## src/rtl/proc_0_pixel_reader.sv

```systemverilog
// Avalon-MM read master streaming pixel words from image memory onto a ready/valid stream.
// Define PROC_0_PIXEL_READER_PACKET_EN to add st_sop/st_eop packet flags carried through the FIFO.
module proc_0_pixel_reader #(
  parameter int ADDR_W     = 17,
  parameter int DATA_W     = 32,
  parameter int MEM_WORDS  = 75000,
  parameter int FIFO_DEPTH = 4
) (
  input  logic                clk,
  input  logic                reset,
  input  logic                start,
  input  logic [ADDR_W-1:0]   base_addr,
  input  logic [ADDR_W-1:0]   word_count,
  output logic                busy,
  output logic                done,
  output logic [ADDR_W-1:0]   mem_address,
  output logic                mem_chipselect,
  output logic                mem_write,
  output logic [DATA_W/8-1:0] mem_byteenable,
  output logic                mem_clken,
  input  logic [DATA_W-1:0]   mem_readdata,
  output logic [DATA_W-1:0]   st_data,
  output logic                st_valid,
  input  logic                st_ready
`ifdef PROC_0_PIXEL_READER_PACKET_EN
  ,
  output logic                st_sop,
  output logic                st_eop
`endif
);

  localparam int PTR_W = $clog2(FIFO_DEPTH);
  localparam int CNT_W = PTR_W + 1;
`ifdef PROC_0_PIXEL_READER_PACKET_EN
  localparam int ENT_W = DATA_W + 2;
`else
  localparam int ENT_W = DATA_W;
`endif

  typedef enum logic [1:0] {S_IDLE, S_FETCH, S_DRAIN, S_FINISH} state_t;

  state_t            state_q, state_d;
  logic [ADDR_W-1:0] addr_q, addr_d;
  logic [ADDR_W-1:0] rem_q, rem_d;
  logic              inflight_q;
  logic              busy_q, done_q;
  logic [ENT_W-1:0]  fifo_q [FIFO_DEPTH];
  logic [PTR_W-1:0]  wr_ptr_q, rd_ptr_q;
  logic [CNT_W-1:0]  occ_q;
  logic [CNT_W:0]    credit_s;
  logic              rd_issue_s;
  logic              push_s;
  logic              pop_s;
  logic              valid_s;
  logic [ENT_W-1:0]  push_ent_s;
  logic [ENT_W-1:0]  head_s;
  logic              drained_s;
`ifdef PROC_0_PIXEL_READER_PACKET_EN
  logic              first_q, first_d;
  logic              inflight_sop_q, inflight_eop_q;
`endif

  // A read may only be issued if the FIFO has a free slot for it and for any word already returning.
  assign credit_s   = {1'b0, occ_q} + {{CNT_W{1'b0}}, inflight_q};
  assign rd_issue_s = (state_q == S_FETCH) && (credit_s < (CNT_W+1)'(FIFO_DEPTH));
  assign valid_s    = (occ_q != '0);
  assign pop_s      = valid_s & st_ready;
  assign push_s     = inflight_q;
  assign head_s     = fifo_q[rd_ptr_q];
  assign drained_s  = !inflight_q &&
                      ((occ_q == '0) || ((occ_q == CNT_W'(1)) && pop_s));

`ifdef PROC_0_PIXEL_READER_PACKET_EN
  assign push_ent_s = {inflight_sop_q, inflight_eop_q, mem_readdata};
  assign st_sop     = valid_s & head_s[DATA_W+1];
  assign st_eop     = valid_s & head_s[DATA_W];
`else
  assign push_ent_s = mem_readdata;
`endif

  assign st_data        = head_s[DATA_W-1:0];
  assign st_valid       = valid_s;
  assign mem_address    = addr_q;
  assign mem_chipselect = rd_issue_s;
  assign mem_write      = 1'b0;
  assign mem_byteenable = {(DATA_W/8){1'b1}};
  assign mem_clken      = 1'b1;
  assign busy           = busy_q;
  assign done           = done_q;

  // Next-state logic for the transfer controller.
  always_comb begin
    state_d = state_q;
    addr_d  = addr_q;
    rem_d   = rem_q;
`ifdef PROC_0_PIXEL_READER_PACKET_EN
    first_d = first_q;
`endif
    case (state_q)
      S_IDLE: begin
        if (start) begin
          if (word_count != '0) begin
            addr_d  = base_addr;
            rem_d   = word_count;
            state_d = S_FETCH;
`ifdef PROC_0_PIXEL_READER_PACKET_EN
            first_d = 1'b1;
`endif
          end else begin
            state_d = S_FINISH;
          end
        end else begin
          state_d = S_IDLE;
        end
      end
      S_FETCH: begin
        if (rd_issue_s) begin
          addr_d = (addr_q == ADDR_W'(MEM_WORDS - 1)) ? '0 : addr_q + ADDR_W'(1);
          rem_d  = rem_q - ADDR_W'(1);
`ifdef PROC_0_PIXEL_READER_PACKET_EN
          first_d = 1'b0;
`endif
          if (rem_q == ADDR_W'(1)) begin
            state_d = S_DRAIN;
          end else begin
            state_d = S_FETCH;
          end
        end else begin
          state_d = S_FETCH;
        end
      end
      S_DRAIN: begin
        // Leave as the last buffered word is accepted so done lines up with that handshake.
        if (drained_s) begin
          state_d = S_FINISH;
        end else begin
          state_d = S_DRAIN;
        end
      end
      S_FINISH: state_d = S_IDLE;
      default:  state_d = S_IDLE;
    endcase
  end

  // Controller registers and registered status outputs.
  always_ff @(posedge clk or posedge reset) begin
    if (reset) begin
      state_q    <= S_IDLE;
      addr_q     <= '0;
      rem_q      <= '0;
      inflight_q <= 1'b0;
      busy_q     <= 1'b0;
      done_q     <= 1'b0;
`ifdef PROC_0_PIXEL_READER_PACKET_EN
      first_q        <= 1'b0;
      inflight_sop_q <= 1'b0;
      inflight_eop_q <= 1'b0;
`endif
    end else begin
      state_q    <= state_d;
      addr_q     <= addr_d;
      rem_q      <= rem_d;
      inflight_q <= rd_issue_s;
      busy_q     <= (state_d != S_IDLE);
      done_q     <= (state_d == S_FINISH);
`ifdef PROC_0_PIXEL_READER_PACKET_EN
      first_q        <= first_d;
      inflight_sop_q <= rd_issue_s & first_q;
      inflight_eop_q <= rd_issue_s & (rem_q == ADDR_W'(1));
`endif
    end
  end

  // Output FIFO: returning words are always pushed; the credit check keeps it from overflowing.
  always_ff @(posedge clk or posedge reset) begin
    if (reset) begin
      for (int i = 0; i < FIFO_DEPTH; i++) begin
        fifo_q[i] <= '0;
      end
      wr_ptr_q <= '0;
      rd_ptr_q <= '0;
      occ_q    <= '0;
    end else begin
      if (push_s) begin
        fifo_q[wr_ptr_q] <= push_ent_s;
        wr_ptr_q         <= wr_ptr_q + PTR_W'(1);
      end
      if (pop_s) begin
        rd_ptr_q <= rd_ptr_q + PTR_W'(1);
      end
      case ({push_s, pop_s})
        2'b10:   occ_q <= occ_q + CNT_W'(1);
        2'b01:   occ_q <= occ_q - CNT_W'(1);
        default: occ_q <= occ_q;
      endcase
    end
  end

endmodule
```

## config.mk

```make
export PLATFORM = sky130hd
export DESIGN_NAME = proc_0_pixel_reader
export DESIGN_NICKNAME = d
export VERILOG_FILES = /design/src/rtl/proc_0_pixel_reader.sv
export SDC_FILE = /design/constraint.sdc
export NUM_CORES = 1
export LEC_CHECK = 0
export ABC_AREA = 1
export CORE_ASPECT_RATIO = 1.4
export CORE_MARGIN = 4
export CORE_UTILIZATION = 35
export DETAILED_ROUTE_END_ITERATION = 10
export SETUP_SLACK_MARGIN = 0.5
export SLEW_MARGIN = 20
export SYNTH_ARGS = -nofsm -noshare
export SYNTH_HDL_FRONTEND = slang
export SYNTH_SLANG_ARGS = --single-unit
```

## constraint.sdc

```tcl
create_clock -name clk -period 6.6 [get_ports clk]
set_input_delay 0.99 -clock clk [delete_from_list [all_inputs] [get_ports clk]]
set_output_delay 0.99 -clock clk [all_outputs]
set_load 0.05 [all_outputs]
```

# Word-level counts from Yosys, hierarchy flattened
# Cells that the tools add are included.
# classes
eq_ne	12
n_lt_le_gt_ge	4
bitwise_logic	3
mux	22
reduce_logical	14
n_addsub	7
# ops
cell	n
128-bit bitwise mux	1
17-bit 2-to-1 mux	7
32-bit 2-to-1 mux	3
17-bit one-hot mux with 2 select lines	2
32-bit binary-select mux with 2-bit select	1
32-bit demux with 2-bit select	1
17-bit by 1-bit adder with 17-bit output, second input constant	1
17-bit by 1-bit equality test with 1-bit output, second input constant	1
17-bit equality test, second input constant	1
17-bit nonzero test	1
17-bit by 1-bit subtractor with 17-bit output, second input constant	1
2-bit equality test, second input constant	4
2-bit 2-to-1 mux	4
2-bit one-hot mux with 4 select lines	1
3-bit >= comparator, second input constant	2
2-bit inequality test, second input constant	3
2-bit NOT with 3-bit output	2
3-bit one-hot mux with 2 select lines	1
2-bit nonzero test	3
2-bit by 1-bit adder with 2-bit output, second input constant	2
3-bit by 1-bit adder with 4-bit output	1
2-bit by 1-bit equality test with 1-bit output, second input constant	2
1-bit logical AND	4
4-bit by 3-bit less-than comparator with 1-bit output, second input constant	1
12 further kinds	12
# word_totals
in_bits	70
output_inout_bits	59
register_bits	174
wordCells	75

# Logic depth before layout (Yosys ltp)
# depth
ltp_word	8
mapped_depth	12
mapped_depth_nobuf	12

# Worst setup path after synthesis
# No wires, ideal clock.
# synth_timing
path_type	register to output
start	register rd_ptr_q[0]
end	output port st_data[10]
required_ns	5.610
path_buffers	3
arrival_time_ns	1.801
path_stages_with_launch	7
slack_ns	3.809
cell_sequence	dfrtp_1 buf_2 inv_1 buf_4 clkbuf_1 o21ai_0 o22ai_1
# synth_between
elab_chain_cells	4
# synth_lines
element	line_no	source
start, declared	48	logic [PTR_W-1:0] wr_ptr_q, rd_ptr_q;
start signal, assigned	189	rd_ptr_q <= rd_ptr_q + PTR_W'(1);
2-bit NOT with 3-bit output (implied by the code)	69	assign head_s = fifo_q[rd_ptr_q];
32-bit binary-select mux with 2-bit select	69	
32-bit 2-to-1 mux (implied by the code) (2 in series)	69	
end, declared	22	output logic [DATA_W-1:0] st_data,
# Every way passes these cells. The select of a mux whose other input is x is not followed.

# Worst setup path in the final report
# layout_timing
start	register rd_ptr_q[0]
end	output port st_data[1]
# Same word-level chain as after synthesis.

==> reports/qor.txt <==
drt via density = 4.89
initial antenna violation count = 2
full die area = 0.0279 mm^2
count of different cell masters after synthesis = 34
vias in the first global route = 7,725
post-synth top area cell = dfrtp_1
Leak = 5.07 nW
Syn Area/Cell = 7.77 um^2
wire per inst = 14.7 um
pwr dens = 561 mW/mm^2
core area = 0.0248 mm^2
Tmin final = 3.76 ns
fin crit share = 56.9%
final design utilization = 43.6%
register area share after synthesis = 49.3%
placed wire-length estimate = 14.4 mm
FP Rows = 68
final wirelength = 22.8 mm
routed vias = 7,605
RSZ-0062 raised after global routing = no
Final #Nets = 1,309
grt total ovfl = 0
slowest stage delay, CP = 0.72 ns
Initial DRC Count = 417
Die Ht = 196 um
status = finished, final reports clean
fraction of layout cells with a size suffix above 1 = 7.02%
Worst VDD drop = 0.000346 V
Critical Path Start Type = flip-flop
Slew Viols, Final = 0
drt drc = 0
WP buf/inv = 2
largest net degree at the start of global routing = 68
Sink Count = 174
slack of the worst reg-to-reg path = 4.69 ns
Post-CTS Setup Bufs = 0
Hold WC Path Type = reg -> reg
cells after synthesis = 1,136
clk_skew = 0.0138 ns
CP max FO = 65
Slowest cell on crit path = clkdlybuf4s50_1
Detail Route Antenna Nets = 0
First-pass DRT Iterations = 5
Placer Congestion = 0.815
final hold violation count = 0
Crit. End Element = primary output
cts hold-fix bufs = 0
CTS max path bufs = 2
CTS buffer count = 17
ranking of synthesized cells by area = dfrtp_1 (49%), o21ai_0 (12%), nand2_1 (12%), nor2_1 (6.4%), inv_1 (4.0%)
most frequent cells in the layout = nand2_1 (271), o21ai_0 (219), dfrtp_1 (173)
Setup TNS Final = 0 ns
YS warnings = 0
Root Buffer = clkbuf_16
synthesized area = 0.00883 mm^2
Overall Global Routing Usage = 17.0%
area growth from synthesis to layout = 22.3%
worst-margin pin slew = 0.879 ns
first-pass GRT wire length = 38.3 mm
H-tree Lvls = 4
Place WS = 3.13 ns
Critical Path RT = 5.61 ns
# diodes = 0
fin worst setup slack = 2.84 ns
I/O Buffers = 122
Reg clk slew, reported paths = 0.06 ns
CP top delay family = buffers and inverters
Slew headroom = 41.3%
Cell Chain, Critical Path = clkinv_2, o21ai_0, o22ai_1, clkdlybuf4s50_1
Top-Level Pins = 129
worst-skew pair later-pin latency = 0.43 ns
Die X = 142 um
post-synth top area share = 49.3%
initial core utilization = 35.7%
TritonCTS clock tree = built
CTS resizes = 0
final setup fails = 0
CP Class = reg -> out
CP arrival = 2.77 ns
#FFs+latches synth = 174
max cap viols = 0
commonest non-fill, non-tap cell in the layout = nand2_1
Fmax = 266 MHz
metal layers:
layer  track usage [%]  vias to the layer above  wire [um]
met5                 0                        -         28
met4              4.59                        4        314
met3              3.97                       26       1120
met2              30.4                      173      11700
met1              20.1                     3565       9680
li1                  -                     3837          -
stage by stage:
step	instance area (um^2)	total power [mW]	hold WS [ns]	cells
after floorplan	8850	4.18	0.448	1140
after global placement	10200	5.06	0.461	1523
after detailed placement	10200	5.11	0.467	1523
after CTS	10800	6.15	0.484	1555
after global routing	10800	6.56	0.497	1555
final	10800	6.06	0.480	1555
cell usage after synthesis:
master and instances:
nand2_1 275, o21ai_0 219, dfrtp_1 174, nor2_1 150, inv_1 95, nand3_1 41
clkbuf_1 39, o22ai_1 32, ha_1 12, buf_2 9, buf_4 8, o21ai_2 8
a21oi_1 7, nor2_2 7, o21ai_1 7, a21oi_2 6, nand2_2 6, xor2_1 6
buf_6 4, inv_2 4, nand4_1 4, nor3_1 4, nand3_2 3, or2_2 3
conb_1 2, nor2_4 2, xnor2_1 2, buf_12 1, buf_8 1, inv_6 1
nand2_4 1, nor2_8 1, o211ai_2 1, o21bai_1 1
layout make-up:
cell class                      instances  area (um^2)
Multi-Input combinational cell        804         3800
Inverter                              100          387
Clock inverter                          9          109
Tap cell                              315          394
Clock buffer                           23          478
Fill cell                            2537        14000
Timing Repair Buffer                  130         1280
Sequential cell                       174         4360
worst paths after layout:
path / from / to / cells past startpoint
max: rd_ptr_q[0] / st_data[1] / 4
min: fifo_q[80] / fifo_q[80] / 2
max reg2reg: state_q[1] / rem_q[4] / 5
min reg2reg: fifo_q[80] / fifo_q[80] / 2
max in group asynchronous: reset / fifo_q[49] / 3
min in group asynchronous: reset / fifo_q[38] / 2
tightest hold or removal path: cells and delay by family, from the launching register on:
kind	cells	cell delay, ns
AO/OA/AOI/OAI	1	0.06
flip-flops	1	0.34
AND/OR/NAND/NOR	1	0.05
where the power goes:
part	internal, mW	switching, mW	leakage [nW]	total [mW]
registers	1.57	0.318	2.12	1.88
logic	1.03	2.14	2.66	3.17
clock network	0.589	0.421	0.288	1.01
total	3.18	2.88	5.07	6.06
flip-flops by register name, indices dropped and copies added (netlist names):
signal	cells
fifo_q	128
mem_address	17
rem_q	17
occ_q	3
rd_ptr_q	2
state_q	2
wr_ptr_q	2
busy	1
done	1
inflight_q	1
cell families after synthesis:
logic type      share of synthesized area, %
buf+inv                                 8.06
simple gates                            23.0
fa+ha+maj                               1.70
compound gates                          17.1
flops                                   49.3
xor+xnor                               0.793
other cells                           0.0850
Power figures use the tool's default switching activity.
